<file path="config.mk">
export PLATFORM = sky130hd
export DESIGN_NAME = cpu_ctrl
export DESIGN_NICKNAME = d
export VERILOG_FILES = /design/src/rtl/cpu_ctrl.sv
export SDC_FILE = /design/constraint.sdc
export NUM_CORES = 1
export LEC_CHECK = 0
export CAP_MARGIN = 20
export CORE_MARGIN = 1
export CORE_UTILIZATION = 43
export DETAILED_ROUTE_END_ITERATION = 8
export GPL_ROUTABILITY_DRIVEN = 0
export HOLD_SLACK_MARGIN = 0.1
export PLACE_DENSITY_LB_ADDON = 0.3
export SLEW_MARGIN = 25
export SYNTH_ARGS = -nofsm -noshare
export SYNTH_HDL_FRONTEND = slang
export SYNTH_SLANG_ARGS = --single-unit
</file>
<file path="constraint.sdc">
create_clock -name cpu_clk -period 2.5 [get_ports cpu_clk]
set_input_delay 0.5 -clock cpu_clk [delete_from_list [all_inputs] [get_ports cpu_clk]]
set_output_delay 0.5 -clock cpu_clk [all_outputs]
set_load 0.02 [all_outputs]
</file>
<file path="src/rtl/cpu_ctrl.sv">
// Pipeline control / exception unit at the MEM register output: stalls, flushes, fetch redirect and control registers.
// Build option: define CPU_IRQ_SYNC_EN to pass each irq line through a 2-flop synchronizer.

module cpu_ctrl_irq_sync (
    input  logic cpu_clk,
    input  logic cpu_rst,
    input  logic irq_in,
    output logic irq_out
);
`ifdef CPU_IRQ_SYNC_EN
    logic [1:0] sync_q;

    always_ff @(posedge cpu_clk or posedge cpu_rst) begin
        if (cpu_rst) sync_q <= 2'b00;
        else         sync_q <= {sync_q[0], irq_in};
    end

    assign irq_out = sync_q[1];
`else
    logic unused_clk_rst;

    assign unused_clk_rst = cpu_clk ^ cpu_rst;
    assign irq_out        = irq_in;
`endif
endmodule

module cpu_ctrl #(
    parameter logic [29:0] EXP_VECTOR_RST = 30'h0,
    parameter int          NUM_IRQ        = 8
) (
    input  logic               cpu_clk,
    input  logic               cpu_rst,
    input  logic [NUM_IRQ-1:0] irq,
    input  logic [29:0]        mem_pc,
    input  logic               mem_en,
    input  logic               mem_br_flag,
    input  logic [1:0]         mem_ctrl_op,
    input  logic [4:0]         mem_dst_addr,
    input  logic [2:0]         mem_exp_code,
    input  logic [31:0]        mem_out,
    input  logic               if_busy,
    input  logic               ld_hazard,
    input  logic               mem_busy,
    input  logic [2:0]         creg_rd_addr,
    output logic [31:0]        creg_rd_data,
    output logic               if_stall,
    output logic               id_stall,
    output logic               ex_stall,
    output logic               mem_stall,
    output logic               if_flush,
    output logic               id_flush,
    output logic               ex_flush,
    output logic               mem_flush,
    output logic [29:0]        new_pc,
    output logic               int_detect,
    output logic               exe_mode
);
    typedef enum logic [1:0] {
        OP_NOP  = 2'd0,
        OP_WRCR = 2'd1,
        OP_EXRT = 2'd2,
        OP_RSVD = 2'd3
    } ctrl_op_e;

    localparam logic [2:0] CR_STATUS     = 3'd0;
    localparam logic [2:0] CR_PRE_STATUS = 3'd1;
    localparam logic [2:0] CR_EPC        = 3'd2;
    localparam logic [2:0] CR_EXP_VECTOR = 3'd3;
    localparam logic [2:0] CR_CAUSE      = 3'd4;
    localparam logic [2:0] CR_INT_MASK   = 3'd5;
    localparam logic [2:0] CR_IRQ        = 3'd6;

    // STATUS / PRE_STATUS bit layout: {exe_mode, int_en}
    logic [1:0]         status;
    logic [1:0]         pre_status;
    logic [29:0]        epc;
    logic [29:0]        exp_vector;
    logic [3:0]         cause;
    logic [NUM_IRQ-1:0] int_mask;
    logic [NUM_IRQ-1:0] irq_reg;
    logic [NUM_IRQ-1:0] irq_s;

    logic     slot_live;
    logic     ev_exc;
    logic     ev_exrt;
    logic     ev_wrcr;
    logic     unused_dst_hi;
    ctrl_op_e op;

    assign unused_dst_hi = ^mem_dst_addr[4:3];
    assign op            = ctrl_op_e'(mem_ctrl_op);

    // A stalled MEM slot must not fire: it will be presented again once the bus wait clears.
    assign slot_live = mem_en & ~mem_busy;
    assign ev_exc    = slot_live & (mem_exp_code != 3'd0);
    assign ev_exrt   = slot_live & ~ev_exc & (op == OP_EXRT);
    assign ev_wrcr   = slot_live & ~ev_exc & (op == OP_WRCR);

    assign if_stall  = if_busy | ld_hazard | mem_busy;
    assign id_stall  = ld_hazard | mem_busy;
    assign ex_stall  = mem_busy;
    assign mem_stall = mem_busy;

    assign if_flush  = ev_exc | ev_exrt;
    assign id_flush  = ev_exc | ev_exrt;
    assign ex_flush  = ev_exc | ev_exrt;
    assign mem_flush = ev_exc | ev_exrt;
    assign new_pc    = ev_exrt ? epc : exp_vector;

    assign exe_mode  = status[1];

    genvar gi;
    generate
        for (gi = 0; gi < NUM_IRQ; gi++) begin : g_irq
            cpu_ctrl_irq_sync u_sync (
                .cpu_clk (cpu_clk),
                .cpu_rst (cpu_rst),
                .irq_in  (irq[gi]),
                .irq_out (irq_s[gi])
            );
        end
    endgenerate

    // Pending interrupts keep sampling through stalls so int_detect never goes stale.
    always_ff @(posedge cpu_clk or posedge cpu_rst) begin
        if (cpu_rst) begin
            irq_reg    <= '0;
            int_detect <= 1'b0;
        end else begin
            irq_reg    <= irq_s;
            int_detect <= status[0] & (|(irq_reg & ~int_mask));
        end
    end

    always_ff @(posedge cpu_clk or posedge cpu_rst) begin
        if (cpu_rst) begin
            status     <= 2'b00;
            pre_status <= 2'b00;
            epc        <= 30'h0;
            exp_vector <= EXP_VECTOR_RST;
            cause      <= 4'h0;
            int_mask   <= '1;
        end else if (ev_exc) begin
            // A faulting delay-slot instruction restarts at its branch.
            epc        <= mem_br_flag ? (mem_pc - 30'd1) : mem_pc;
            cause      <= {mem_br_flag, mem_exp_code};
            pre_status <= status;
            status     <= 2'b00;
        end else if (ev_exrt) begin
            status     <= pre_status;
        end else if (ev_wrcr) begin
            case (mem_dst_addr[2:0])
                CR_STATUS:     status     <= mem_out[1:0];
                CR_PRE_STATUS: pre_status <= mem_out[1:0];
                CR_EPC:        epc        <= mem_out[31:2];
                CR_EXP_VECTOR: exp_vector <= mem_out[31:2];
                CR_CAUSE:      cause      <= mem_out[3:0];
                CR_INT_MASK:   int_mask   <= mem_out[NUM_IRQ-1:0];
                default:       ;
            endcase
        end
    end

    always_comb begin
        creg_rd_data = 32'h0;
        case (creg_rd_addr)
            CR_STATUS:     creg_rd_data = {30'h0, status};
            CR_PRE_STATUS: creg_rd_data = {30'h0, pre_status};
            CR_EPC:        creg_rd_data = {epc, 2'b00};
            CR_EXP_VECTOR: creg_rd_data = {exp_vector, 2'b00};
            CR_CAUSE:      creg_rd_data = {28'h0, cause};
            CR_INT_MASK:   creg_rd_data = 32'(int_mask);
            CR_IRQ:        creg_rd_data = 32'(irq_reg);
            default:       creg_rd_data = 32'h0;
        endcase
    end
endmodule

</file>
==> results of run 1 <==
layout make-up:
type / count / area [um^2] / share of cell area, %
Tap cell: 143 / 179 / 2.31
Clock buffer: 10 / 239 / 3.08
Multi-Input combinational cell: 387 / 2950 / 38.1
Timing Repair Buffer: 221 / 2110 / 27.2
Inverter: 12 / 48.8 / 0.630
Clock inverter: 6 / 86.3 / 1.11
Sequential cell: 85 / 2140 / 27.6
worst min-delay path by stage:
stage                         from  cells after the start        endpoint  slack [ns]
floorplan                 cause[1]                      2        cause[1]        0.49
global placement    exp_vector[25]                      1  exp_vector[25]        0.51
detailed placement   exp_vector[2]                      1   exp_vector[2]        0.52
CTS                 exp_vector[26]                      1  exp_vector[26]        0.53
global route        exp_vector[11]                      1  exp_vector[11]        0.54
finish              exp_vector[26]                      1  exp_vector[26]        0.53
repair_timing:
item                       in CTS  in global routing
gates resized for setup       177                  6
pin swaps                       2                  2
setup endpoints to repair      66                 32
gates cloned                    2                  0
setup buffers                   4                  0
worst max-delay path, stage by stage:
cell and delay, ns:
dlygate4sd2_1 0.28, nor2b_4 0.16, nand3_4 0.18, buf_12 0.21, mux2_2 0.27, dlygate4sd2_1 0.33
stage by stage:
stage                     std cells  util, %  setup WS, ns  power [W]  TNS (ns)
final                           864     66.5        0.0637    0.00390         0
after global routing            864     66.5       0.00487    0.00408         0
after CTS                       865     66.7       0.00555    0.00393         0
after detailed placement        843     63.3        -0.399    0.00248    -26.66
after global placement          843     63.3        -0.401    0.00246    -26.70
after floorplan                 521        -         0.213    0.00203         0
cells in the mapped netlist (7+ instances only):
cell type	count	area (um^2)
inv_1	12	45.0
dfstp_2	8	210
a21oi_1	33	165
xnor2_1	16	140
or3_1	7	43.8
nand2_1	18	67.6
a211oi_1	24	180
nor4_1	11	68.8
mux2_2	70	788
clkbuf_1	20	75.1
xor2_1	10	87.6
mux2i_1	38	380
o21ai_0	17	85.1
nor2b_1	30	188
nor2_1	44	165
nor3_1	8	40.0
dfrtp_1	77	1930
metal layers:
layer / up-vias / part of all wire (%) / track usage, %
met5: - / 0 / 0
met2: 166 / 50 / 44.9
li1: 2281 / - / -
met4: 0 / 2.1 / 7.82
met3: 24 / 7.8 / 9.02
met1: 2290 / 40 / 29.0
layout by cell type, fill, tap and decap left out, types with 3 or more instances in the layout:
cell type and count:
clkdlybuf4s50_1 84, dfrtp_1 77, mux2_2 69, buf_4 50, nor2_1 43, mux2i_1 38
dlygate4sd2_1 37, a21oi_1 33, nor2b_1 28, a211oi_1 24, nand2_1 18, o21ai_0 17
xnor2_1 16, buf_2 15, clkdlybuf4s15_2 13, nor4_1 11, inv_1 11, xor2_1 10
buf_12 10, clkbuf_16 9, nor3_1 8, dfstp_2 8, or3_1 7, o22ai_1 6
nand2b_1 5, o31ai_1 5, nand3_1 4, a22o_1 4, nand4_1 3, or4_1 3
a31oi_1 3, clkbuf_2 3, clkdlybuf4s15_1 3, buf_6 3
kinds of logic after synthesis:
logic type	synth area share, %
simple gates	16.1
mux	22.7
compound gates	11.8
flops	40.7
buf+inv	4.08
xor+xnor	4.34
fa+ha+maj	0.238
power breakdown:
| group | switching, W | internal (W) |
|---|---|---|
| logic | 0.000396 | 0.000437 |
| registers | 0.000102 | 0.00150 |
| clock network | 0.000559 | 0.000900 |
| total | 0.00106 | 0.00284 |
==> metrics.cfg, run 1 <==
[yosys]
synth.avg_cell_area_um2 = 10.1
synth_async_sr_flop_share_pct = 100
syn_inst = 521
synth_edf_count = 0
yosys_warnings = 0
ys_seq_area_share_pct = 40.7
ys_ff_latch = 85
ys_types = 50
syn_area_um2 = 5250
synthFlopType = dfrtp_1
synth.net_count = 612

[timing]
final_hold_viol_count = 0
clock_skew_ns = 0.00549
rsz0062_at_grt = no
final_max_slew_viol_count = 0
setup_viol = 0
timing.fmax_ghz = 0.410
period_minus_slack_ns = 2.44
worst_pin_slew_ns = 0.475
holdWs_ns = 0.529
slew_headroom_pct = 68.3
post-route-period-util_pct = 97.5

[grt]
grt_pass1_vias = 4988
grt_first_pass_wirelength_mm = 25.0
grt_use_total_pct = 25.5
antenna_found_initial = 0
grt_max_degree = 86
overflow = 0

[min_path]
hold_class = register to register

[clock_tree]
root_buffer = clkbuf_16
cts_tree = built
htree_num_levels = 3
clockBufferDepth = 2
hold_buffers = 0
cts_buffers = 9
clkSinkCount = 85
cts.clk_slew.worst_paths_ns = 0.06
clk_latency_ns = 0.35

[setup_path]
r2r-end = int_detect
worstPathArrival_ns = 1.94
end_kind = output port
r2r_start = int_mask[1]
start_kind = input port
reg2reg_slack_ns = 1.32
startpoint = mem_ctrl_op[0]
crit_end = new_pc[12]
reg2reg_depth = 2
crit_required_ns = 2.00
critical_path_class = input port to output port
worstPathMaxFanout = 9

[drt]
wire_per_inst_um = 18.0
first_pass_iters = 4
via_per_inst = 5.51
drc = 0
vias = 4761
drtAntennaViolNets = 0
wl_mm = 15.5
drt-initial-drc-count = 216

[power]
powerDensity_nw_per_um2 = 503
ir_drop_v = 0.000367
leakagePower_nw = 3.49

[outcome]
status = completed

[place]
placed_area_um2 = 7380
port_buffers = 159
place_hpwl_mm = 11.2

[layout]
nFillCells = 920
reg_top3 = epc: 30 flops, exp_vector: 30 flops
layout-drive-gt1-share_pct = 28.6
synthToLayoutAreaGrowth_pct = 47.7
design_area_um2 = 7750
diodes = 0
finalNetCount = 807

[floorplan]
io_pins = 162
row_count = 39
die_w_um = 112
dieArea_um2 = 12600
die_y_um = 112
core_area_um2 = 11700
start_util_pct = 45.0

[job]
max_cap_viol_count = 0

(Power assumes the default switching activity.)
==> run 2, diff against run 1 <==
--- a/config.mk
+++ b/config.mk
@@ -7,8 +7,9 @@
 export LEC_CHECK = 0
 export CAP_MARGIN = 20
 export CORE_MARGIN = 1
-export CORE_UTILIZATION = 43
+export CORE_UTILIZATION = 58
 export DETAILED_ROUTE_END_ITERATION = 8
+export DONT_BUFFER_PORTS = 1
 export GPL_ROUTABILITY_DRIVEN = 0
 export HOLD_SLACK_MARGIN = 0.1
 export PLACE_DENSITY_LB_ADDON = 0.3
==> run 2 against run 1 <==
  * Sequential power hardly changed
  * Clock skew is 0.0060 ns higher
  * Sequential cell count stayed put
  * Non-clock buffer count is 179 lower
  * Worst hold slack worse by 0.42 ns
  * Combinational power is 37% lower
  * Via count is 15% lower
  * Power is 19% lower
  * Utilization hardly changed
  * First-iteration DRC count is 45% lower
  * Setup slack better by 0.32 ns
  * Critical path type is now register to output port
  * Largest cell class unchanged
==> metrics.cfg, run 2 (synthesis gave the netlist of run 1 again) <==
[setup_path]
end_kind = output port
r2r_start = int_mask[1]
worstPathArrival_ns = 1.62
r2r-end = int_detect
critical_path_class = register to output port
reg2reg_slack_ns = 1.32
crit_required_ns = 2.00
reg2reg_depth = 2
worstPathMaxFanout = 4
start_kind = register

[clock_tree]
cts_resized = 0
cts.clk_slew.worst_paths_ns = 0.09
cts_tree = built
htree_num_levels = 3
root_buffer = clkbuf_8
hold_buffers = 0
post_cts_buffers = 0
clkSinkCount = 85
clk_latency_ns = 0.34
cts_buffers = 9
clockBufferDepth = 2

[floorplan]
row_count = 34
die_w_um = 97.1
core_area_um2 = 8720
io_pins = 162
dieArea_um2 = 9430
die_y_um = 97.1
start_util_pct = 60.2

[grt]
grt_max_degree = 62
grt_first_pass_wirelength_mm = 21.7
antenna_found_initial = 0
grt_use_total_pct = 28.7
grt_pass1_vias = 4399
overflow = 0

[drt]
wire_per_inst_um = 19.9
wl_mm = 12.9
drc = 0
vias = 4068
first_pass_iters = 4
drtAntennaViolNets = 0
via_per_inst = 6.26
drt-initial-drc-count = 119

[layout]
layout-drive-gt1-share_pct = 26.6
layout_commonest_cell = dfrtp_1
diodes = 0
nFillCells = 710
synthToLayoutAreaGrowth_pct = 10.4
multi_input_area_um2 = 2920
finalNetCount = 628
seq_area_um2 = 2140
reg_top3 = epc: 30 flops, exp_vector: 30 flops
final_core_util_pct = 66.4
instances_no_fill = 650
mostFrequentLayoutCells = dfrtp_1, mux2_2, nor2_1, buf_4, mux2i_1

[timing]
worst_pin_slew_ns = 0.659
period_minus_slack_ns = 2.12
final_hold_viol_count = 0
clock_skew_ns = 0.0115
rsz0062_at_grt = no
finalSetupTns_ns = 0
timing.fmax_ghz = 0.472
slew_headroom_pct = 55.9
post-route-period-util_pct = 84.7
holdWs_ns = 0.104
final_max_slew_viol_count = 0
setup_viol = 0

[power]
leakagePower_nw = 2.48
ir_drop_v = 0.000284
powerDensity_nw_per_um2 = 546

[min_path]
hold_class = input port to async pin

[place]
place_hpwl_mm = 9.36
port_buffers = 0
dp.cells = 634

[outcome]
status = completed

[job]
max_cap_viol_count = 0

==> run 2: worst max path at each step <==
stage,to,from,cells after the start
after floorplan,id_flush,mem_exp_code[0],5
after global placement,int_mask[1],mem_exp_code[0],4
after detailed placement,int_mask[6],mem_exp_code[0],4
after CTS,creg_rd_data[1],status[1],4
after global routing,creg_rd_data[1],status[1],4
final,creg_rd_data[1],status[1],4
==> run 2: final cells by class <==
class,count,share of cell area (%)
multi-input cells,387,50.3
clock inverters,2,1.04
flip-flops and latches,85,36.9
repair buffers,42,6.09
clock buffers,14,2.46
well taps,108,2.33
inverters,12,0.842
==> run 2: power breakdown <==
part | internal (W) | switching [W] | leakage (nW) | total [W]
clock network | 0.000567 | 0.000464 | 0.0989 | 0.00103
registers | 0.00150 | 0.000103 | 1.03 | 0.00161
logic | 0.000244 | 0.000281 | 1.35 | 0.000526
==> run 2: routing by layer <==
| metal | track usage, % | vias up | routed length, um |
|---|---|---|---|
| li1 | - | 1908 | - |
| met1 | 32.1 | 1993 | 4960 |
| met2 | 50.9 | 144 | 6670 |
| met3 | 10.2 | 23 | 1050 |
| met4 | 8.96 | 0 | 259 |
| met5 | 0 | - | 0 |
==> run 2: metrics by stage <==
step	instance area, um^2	total power, W	setup slack [ns]
floorplan	5250	0.00203	0.213
global placement	5590	0.00213	0.384
detailed placement	5590	0.00216	0.369
CTS	5790	0.00319	0.366
global route	5790	0.00331	0.316
finish	5790	0.00316	0.383
==> run 2: worst max-delay path: stages, from the launching register on <==
cell and delay, ns:
dfrtp_1 0.49, mux4_2 0.51, inv_1 0.07, o21ai_0 0.07, buf_4 0.16
